$ cat config.mk
export PLATFORM = sky130hd
export DESIGN_NAME = step_tick_gen
export DESIGN_NICKNAME = d
export VERILOG_FILES = /design/src/rtl/step_tick_gen.sv
export SDC_FILE = /design/constraint.sdc
export NUM_CORES = 1
export LEC_CHECK = 0
export BUFFER_PORTS_ARGS = -buffer_cell sky130_fd_sc_hd__buf_2
export CAP_MARGIN = 40
export CELL_PAD_IN_SITES_DETAIL_PLACEMENT = 1
export CELL_PAD_IN_SITES_GLOBAL_PLACEMENT = 1
export CORE_MARGIN = 8
export CORE_UTILIZATION = 45
export DETAILED_ROUTE_END_ITERATION = 6
export HOLD_SLACK_MARGIN = 0.1
export PLACE_DENSITY_LB_ADDON = 0.1
export SLEW_MARGIN = 30
export SYNTH_ARGS = -nofsm -noshare
export SYNTH_HDL_FRONTEND = slang
export SYNTH_SLANG_ARGS = --single-unit
$ cat constraint.sdc
create_clock -name CLK -period 3.6 [get_ports CLK]
set_input_delay 0.36 -clock CLK [delete_from_list [all_inputs] [get_ports CLK]]
set_output_delay 0.36 -clock CLK [all_outputs]
set_load 0.1 [all_outputs]
$ cat src/rtl/step_tick_gen.sv
// step_tick_gen: input conditioning and soft-start step clock-enable for the
// stepper phase sequencer. SENSE and OPP are synchronised and debounced; the
// step period ramps linearly from DIV_START down to DIV_MIN and restarts the
// ramp on each direction change.
module step_tick_gen #(
  parameter int CW        = 20,
  parameter int DIV_START = 50000,
  parameter int DIV_MIN   = 10000,
  parameter int DIV_DEC   = 1000,
  parameter int DB_CYCLES = 20000
) (
  input  logic          CLK,
  input  logic          RESETN,
  input  logic          ENABLE,
  input  logic          SENSE_RAW,
  input  logic          OPP_RAW,
  output logic          STEP_TICK,
  output logic          SENSE_PULSE,
  output logic          OPP_LVL,
  output logic          OPP_CHG,
  output logic [CW-1:0] PERIOD,
  output logic          RUNNING
);

  localparam logic [CW-1:0] START_C = CW'(DIV_START);
  localparam logic [CW-1:0] MIN_C   = CW'(DIV_MIN);
  localparam logic [CW-1:0] DEC_C   = CW'(DIV_DEC);
  localparam logic [CW-1:0] DB_LAST = CW'(DB_CYCLES - 1);
  localparam logic [CW-1:0] ONE_C   = CW'(1);

  typedef enum logic [1:0] {IDLE, ACCEL, CRUISE} state_e;

  // Period never drops below DIV_MIN; the subtraction is guarded so it cannot wrap.
  function automatic logic [CW-1:0] sat_dec(input logic [CW-1:0] p);
    if ((p - MIN_C) > DEC_C) return p - DEC_C;
    else                     return MIN_C;
  endfunction

  logic          sense_s1_q, sense_s2_q;
  logic          opp_s1_q, opp_s2_q, opp_prev_q;
  logic          sense_db_q, sense_db_d;
  logic [CW-1:0] sense_cnt_q, sense_cnt_d;
  logic          sense_pulse_q, sense_pulse_d;
  logic          opp_lvl_q, opp_lvl_d;
  logic          opp_primed_q, opp_primed_d;
  logic [CW-1:0] opp_cnt_q, opp_cnt_d;
  logic [CW-1:0] opp_run;
  logic          opp_chg_q, opp_chg_d;
  state_e        state_q, state_d;
  logic [CW-1:0] tick_cnt_q, tick_cnt_d;
  logic [CW-1:0] period_q, period_d;
  logic          term_cnt;
  logic          step_tick;

  // Two-flop synchronisers; opp_prev_q tracks the previous synced OPP for the priming run length.
  always_ff @(posedge CLK or negedge RESETN) begin
    if (!RESETN) begin
      sense_s1_q <= 1'b0;
      sense_s2_q <= 1'b0;
      opp_s1_q   <= 1'b0;
      opp_s2_q   <= 1'b0;
      opp_prev_q <= 1'b0;
    end else begin
      sense_s1_q <= SENSE_RAW;
      sense_s2_q <= sense_s1_q;
      opp_s1_q   <= OPP_RAW;
      opp_s2_q   <= opp_s1_q;
      opp_prev_q <= opp_s2_q;
    end
  end

  // SENSE debounce: flip after DB_CYCLES consecutive differing cycles, pulse on a rise.
  always_comb begin
    sense_cnt_d   = '0;
    sense_db_d    = sense_db_q;
    sense_pulse_d = 1'b0;
    if (sense_s2_q != sense_db_q) begin
      if (sense_cnt_q == DB_LAST) begin
        sense_db_d    = sense_s2_q;
        sense_pulse_d = sense_s2_q;
      end else begin
        sense_cnt_d = sense_cnt_q + ONE_C;
      end
    end
  end

  // OPP debounce: before priming, any value stable for DB_CYCLES is adopted silently.
  always_comb begin
    opp_cnt_d    = '0;
    opp_lvl_d    = opp_lvl_q;
    opp_primed_d = opp_primed_q;
    opp_chg_d    = 1'b0;
    opp_run      = '0;
    if (!opp_primed_q) begin
      if (opp_s2_q == opp_prev_q) opp_run = opp_cnt_q;
      if (opp_run == DB_LAST) begin
        opp_primed_d = 1'b1;
        opp_lvl_d    = opp_s2_q;
      end else begin
        opp_cnt_d = opp_run + ONE_C;
      end
    end else if (opp_s2_q != opp_lvl_q) begin
      if (opp_cnt_q == DB_LAST) begin
        opp_lvl_d = opp_s2_q;
        opp_chg_d = 1'b1;
      end else begin
        opp_cnt_d = opp_cnt_q + ONE_C;
      end
    end
  end

  // Debounce state and registered edge pulses.
  always_ff @(posedge CLK or negedge RESETN) begin
    if (!RESETN) begin
      sense_db_q    <= 1'b0;
      sense_cnt_q   <= '0;
      sense_pulse_q <= 1'b0;
      opp_lvl_q     <= 1'b0;
      opp_primed_q  <= 1'b0;
      opp_cnt_q     <= '0;
      opp_chg_q     <= 1'b0;
    end else begin
      sense_db_q    <= sense_db_d;
      sense_cnt_q   <= sense_cnt_d;
      sense_pulse_q <= sense_pulse_d;
      opp_lvl_q     <= opp_lvl_d;
      opp_primed_q  <= opp_primed_d;
      opp_cnt_q     <= opp_cnt_d;
      opp_chg_q     <= opp_chg_d;
    end
  end

  // Ramp FSM next state: ENABLE drop beats direction restart, which beats the tick.
  always_comb begin
    state_d    = state_q;
    tick_cnt_d = tick_cnt_q;
    period_d   = period_q;
    step_tick  = 1'b0;
    term_cnt   = (tick_cnt_q == (period_q - ONE_C));
    case (state_q)
      IDLE: begin
        tick_cnt_d = '0;
        period_d   = START_C;
        if (ENABLE) state_d = ACCEL;
      end
      ACCEL, CRUISE: begin
        if (!ENABLE) begin
          state_d    = IDLE;
          tick_cnt_d = '0;
          period_d   = START_C;
        end else if (opp_chg_q) begin
          state_d    = ACCEL;
          tick_cnt_d = '0;
          period_d   = START_C;
        end else if (term_cnt) begin
          step_tick  = 1'b1;
          tick_cnt_d = '0;
          if (state_q == ACCEL) begin
            period_d = sat_dec(period_q);
            if (period_d == MIN_C) state_d = CRUISE;
          end
        end else begin
          tick_cnt_d = tick_cnt_q + ONE_C;
        end
      end
      default: begin
        state_d    = IDLE;
        tick_cnt_d = '0;
        period_d   = START_C;
      end
    endcase
  end

  // Ramp FSM state, tick counter and current period.
  always_ff @(posedge CLK or negedge RESETN) begin
    if (!RESETN) begin
      state_q    <= IDLE;
      tick_cnt_q <= '0;
      period_q   <= START_C;
    end else begin
      state_q    <= state_d;
      tick_cnt_q <= tick_cnt_d;
      period_q   <= period_d;
    end
  end

  assign STEP_TICK   = step_tick;
  assign SENSE_PULSE = sense_pulse_q;
  assign OPP_LVL     = opp_lvl_q;
  assign OPP_CHG     = opp_chg_q;
  assign PERIOD      = period_q;
  assign RUNNING     = (state_q != IDLE);

endmodule

==> summary.md <==
| Metric | Value |
|---|---|
| GRT overflow | `0` |
| Final Hold Vio Count | `0` |
| Syn avg cell area | `roughly 8.8 µm²` |
| Clock Latency Late Sink | `between 0.3 and 0.4 ns` |
| Placeable Area | `about 13000 µm²` |
| Synth Cell Area | `roughly 5700 µm²` |
| CTS root buf | `clkbuf_16` |
| Period minus WS final | `between 3 and 4 ns` |
| Slew Limit Fails | `0` |
| Net count, final | `691` |
| DRC | `0` |
| Syn Inst Count | `around 650` |
| Register area share after synthesis | `between 40 and 50%` |
| Status | `completed` |
| Relative slew slack | `between 50% and 60%` |
| Ys async rst share | `100.0%` |
| Routed WL per cell | `roughly 19 µm` |
| Post-CTS setup buffers | `0` |
| Post-route clock period utilization | `97.20%` |
| Final core utilization | `51.71%` |
| H-tree depth | `3` |
| Via/cell ratio | `roughly 5.8` |
| Final ANT Viol Nets | `0` |
| First-pass GRT wire length | `approximately 27000 µm` |
| Crit end category | `output port` |
| Total wire length | `16290 µm` |
| Fmax | `approximately 290 MHz` |
| Clk_skew | `0.009529 ns` |
| Top sig layer | `met4` |
| CTS Sinks | `between 90 and 100` |
| Leakage | `between 2 and 3 nW` |
| Min-Delay Path Class | `primary input to flop` |
| Area growth, synth to finish | `12.90%` |
| CP Max Fanout | `18` |
| Net count after synthesis | `666` |
| Initial antenna violation count | `0` |
| Vias in the first global route | `roughly 5300` |
| DRT iter0 DRCs | `between 200 and 300` |
| RSZ-0062 raised after global routing | `false` |
| Ant diodes | `0` |
| Critical path arrival | `roughly 3.1 ns` |
| Total GRT Usage | `between 20% and 30%` |
| Ys flop type | `dfrtp_1` |
| Worst Setup Start Kind | `flop` |
| Max-Cap Viols | `0` |
| Width of the die | `roughly 130 µm` |
| DPL Wire Length | `around 12000 µm` |
| Number of flops mapped to enable cells by yosys | `0` |
| CTS tree | `done` |
| Met2 WL | `a little over 8000 µm` |
| PortBufs | `29` |
| Synth Warn # | `0` |
| Worst-path clk slew | `~0.070 ns` |
| Req. time, crit path | `~3.2 ns` |
| Routability cong. | `0.8728` |
| Initial Utilization | `between 40% and 50%` |
| Via Count | `roughly 5000` |
| Die Y | `around 130 µm` |
| Synth cell types | `between 60 and 70` |
| FF+latch count, synth | `~90` |
| Die ar. | `about 17000 µm²` |
| TritonRoute pass-1 iters | `4` |
| Met1 Routed Length | `~7000 µm` |
| Endpoints failing setup | `0` |
| Met3 wire len | `approximately 540 µm` |
| Row cnt | `41` |
| Crit path kind | `flop to output port` |
| Setup tns final | `0 ns` |
| Largest net degree at the start of global routing | `65` |
| Number of I/O pins | `30` |
| Longest Clk Path Bufs | `2` |
| Peak supply drop | `around 250 µV` |
| Total CTS buffers | `9` |
| Worst slew pin tran | `around 0.72 ns` |
| Pwr/cell area | `372.4 nW/µm²` |
| Layout cells sized above 1 | `between 10% and 20%` |
-- metrics by stage --
step | std cells | cell area, µm² | worst slack (ns) | power (mW) | hold WS (ns)
4_1_cts | 850 | 6416 | 0.09967 | 2.435 | 0.1036
2_1_floorplan | 651 | 5757 | 0.03253 | 1.316 | 0.06441
6_report | 853 | 6472 | 0.1007 | 2.411 | 0.1114
5_1_grt | 853 | 6472 | 0.02575 | 2.507 | 0.1077
3_5_place_dp | 833 | 6088 | 0.2322 | 1.427 | 0.3455
3_3_place_gp | 833 | 6088 | 0.3122 | 1.413 | 0.3338
-- final cells by class --
type,instances,area (µm²)
Fill cell,1494,6045
Multi-Input combinational cell,513,3264
Sequential cell,92,2325
Timing Repair Buffer,46,315.3
Clock buffer,10,229.0
Tap cell,172,215.2
Clock inverter,6,71.32
Inverter,14,52.55
-- cell usage in the layout (no fill, tap or decap), types with 17 or more instances in the layout --
| cell | instances |
|---|---|
| nor3_1 | 19 |
| nor2_1 | 87 |
| and3_1 | 17 |
| nand3_1 | 37 |
| xnor2_1 | 25 |
| nand2_1 | 64 |
| dfrtp_1 | 77 |
| a21oi_1 | 20 |
| o21ai_0 | 21 |
| buf_2 | 27 |
| xor2_1 | 51 |
-- where the power goes --
group | leakage (nW) | switching (mW) | internal, mW
logic | 1.44 | 0.235 | 0.0967
registers | 1.23 | 0.0281 | 1.06
clock network | 0.145 | 0.445 | 0.546
total | 2.81 | 0.709 | 1.70
-- synthesized netlist by cell type (6+ instances only) --
master / instances / area (µm²)
and4_1: 7 / 61.31
nor2b_1: 8 / 50.05
nor3_1: 19 / 95.09
a21oi_1: 20 / 100.1
and2_1: 8 / 50.05
dfstp_2: 6 / 157.7
clkbuf_1: 25 / 93.84
xnor2_1: 25 / 219.0
nor4b_1: 6 / 52.55
o21ai_0: 21 / 105.1
or3_1: 7 / 43.79
ha_1: 10 / 125.1
nand4_1: 16 / 100.1
nand2_1: 64 / 240.2
nor4_1: 10 / 62.56
and3_1: 17 / 106.4
nand3_1: 37 / 185.2
or2_2: 6 / 37.54
inv_1: 14 / 52.55
o21a_1: 8 / 60.06
dfrtp_1: 86 / 2152
nor2_1: 88 / 330.3
xor2_1: 51 / 446.7
-- worst paths after layout --
path / from / to / slack (ns) / cells after the start
max: PERIOD[9] / STEP_TICK / 0.10 / 8
min: SENSE_RAW / sense_s1_q / 0.11 / 1
max reg2reg: PERIOD[4] / state_q[0] / 0.34 / 10
min reg2reg: sense_s1_q / sense_s2_q / 0.36 / 0
max in group asynchronous: RESETN / opp_cnt_q[0] / 2.35 / 4
min in group asynchronous: RESETN / PERIOD[5] / 0.41 / 2
-- critical path: stages (launching register included) --
cell	delay [ns]
dfstp_2	0.45
or4_4	0.57
nor3_2	0.30
or2b_1	0.28
mux2i_1	0.15
or2_2	0.35
or2_4	0.34
nor2_4	0.15
buf_12	0.18
-- flip-flops by register name, summed over array words and instances (netlist names) --
| register | count |
|---|---|
| OPP_CHG | 1 |
| OPP_LVL | 1 |
| PERIOD | 20 |
| SENSE_PULSE | 1 |
| opp_cnt_q | 20 |
| opp_prev_q | 1 |
| opp_primed_q | 1 |
| opp_s1_q | 1 |
| opp_s2_q | 1 |
| sense_cnt_q | 20 |
| sense_db_q | 1 |
| sense_s1_q | 1 |
| sense_s2_q | 1 |
| state_q | 2 |
| tick_cnt_q | 20 |
-- metal layers --
metal  vias up  global-route usage [%]
met3        32                   2.855
met1      2480                   24.56
met4         0                   10.02
met2        87                   36.18
li1       2369                       -
met5         -                       0
-- timing repair --
action | CTS | global route
hold endpoints to repair | 1 | 10
pin swaps | 0 | 0
resized for setup | 4 | 1
cloned | 0 | 1
hold buffers | 1 | 1
setup endpoints to repair | 1 | 1
-- logic make-up after synthesis --
family                     share of synthesized area (%)
and+or+nand+nor                                    27.72
AOI/OAI and AO/OA                                  13.16
DFF                                                40.29
xor gates and xnor gates                           12.00
buffers and inverters                              3.535
adders and majority gates                          2.182
muxes                                              1.113
(Power assumes the default switching activity.)
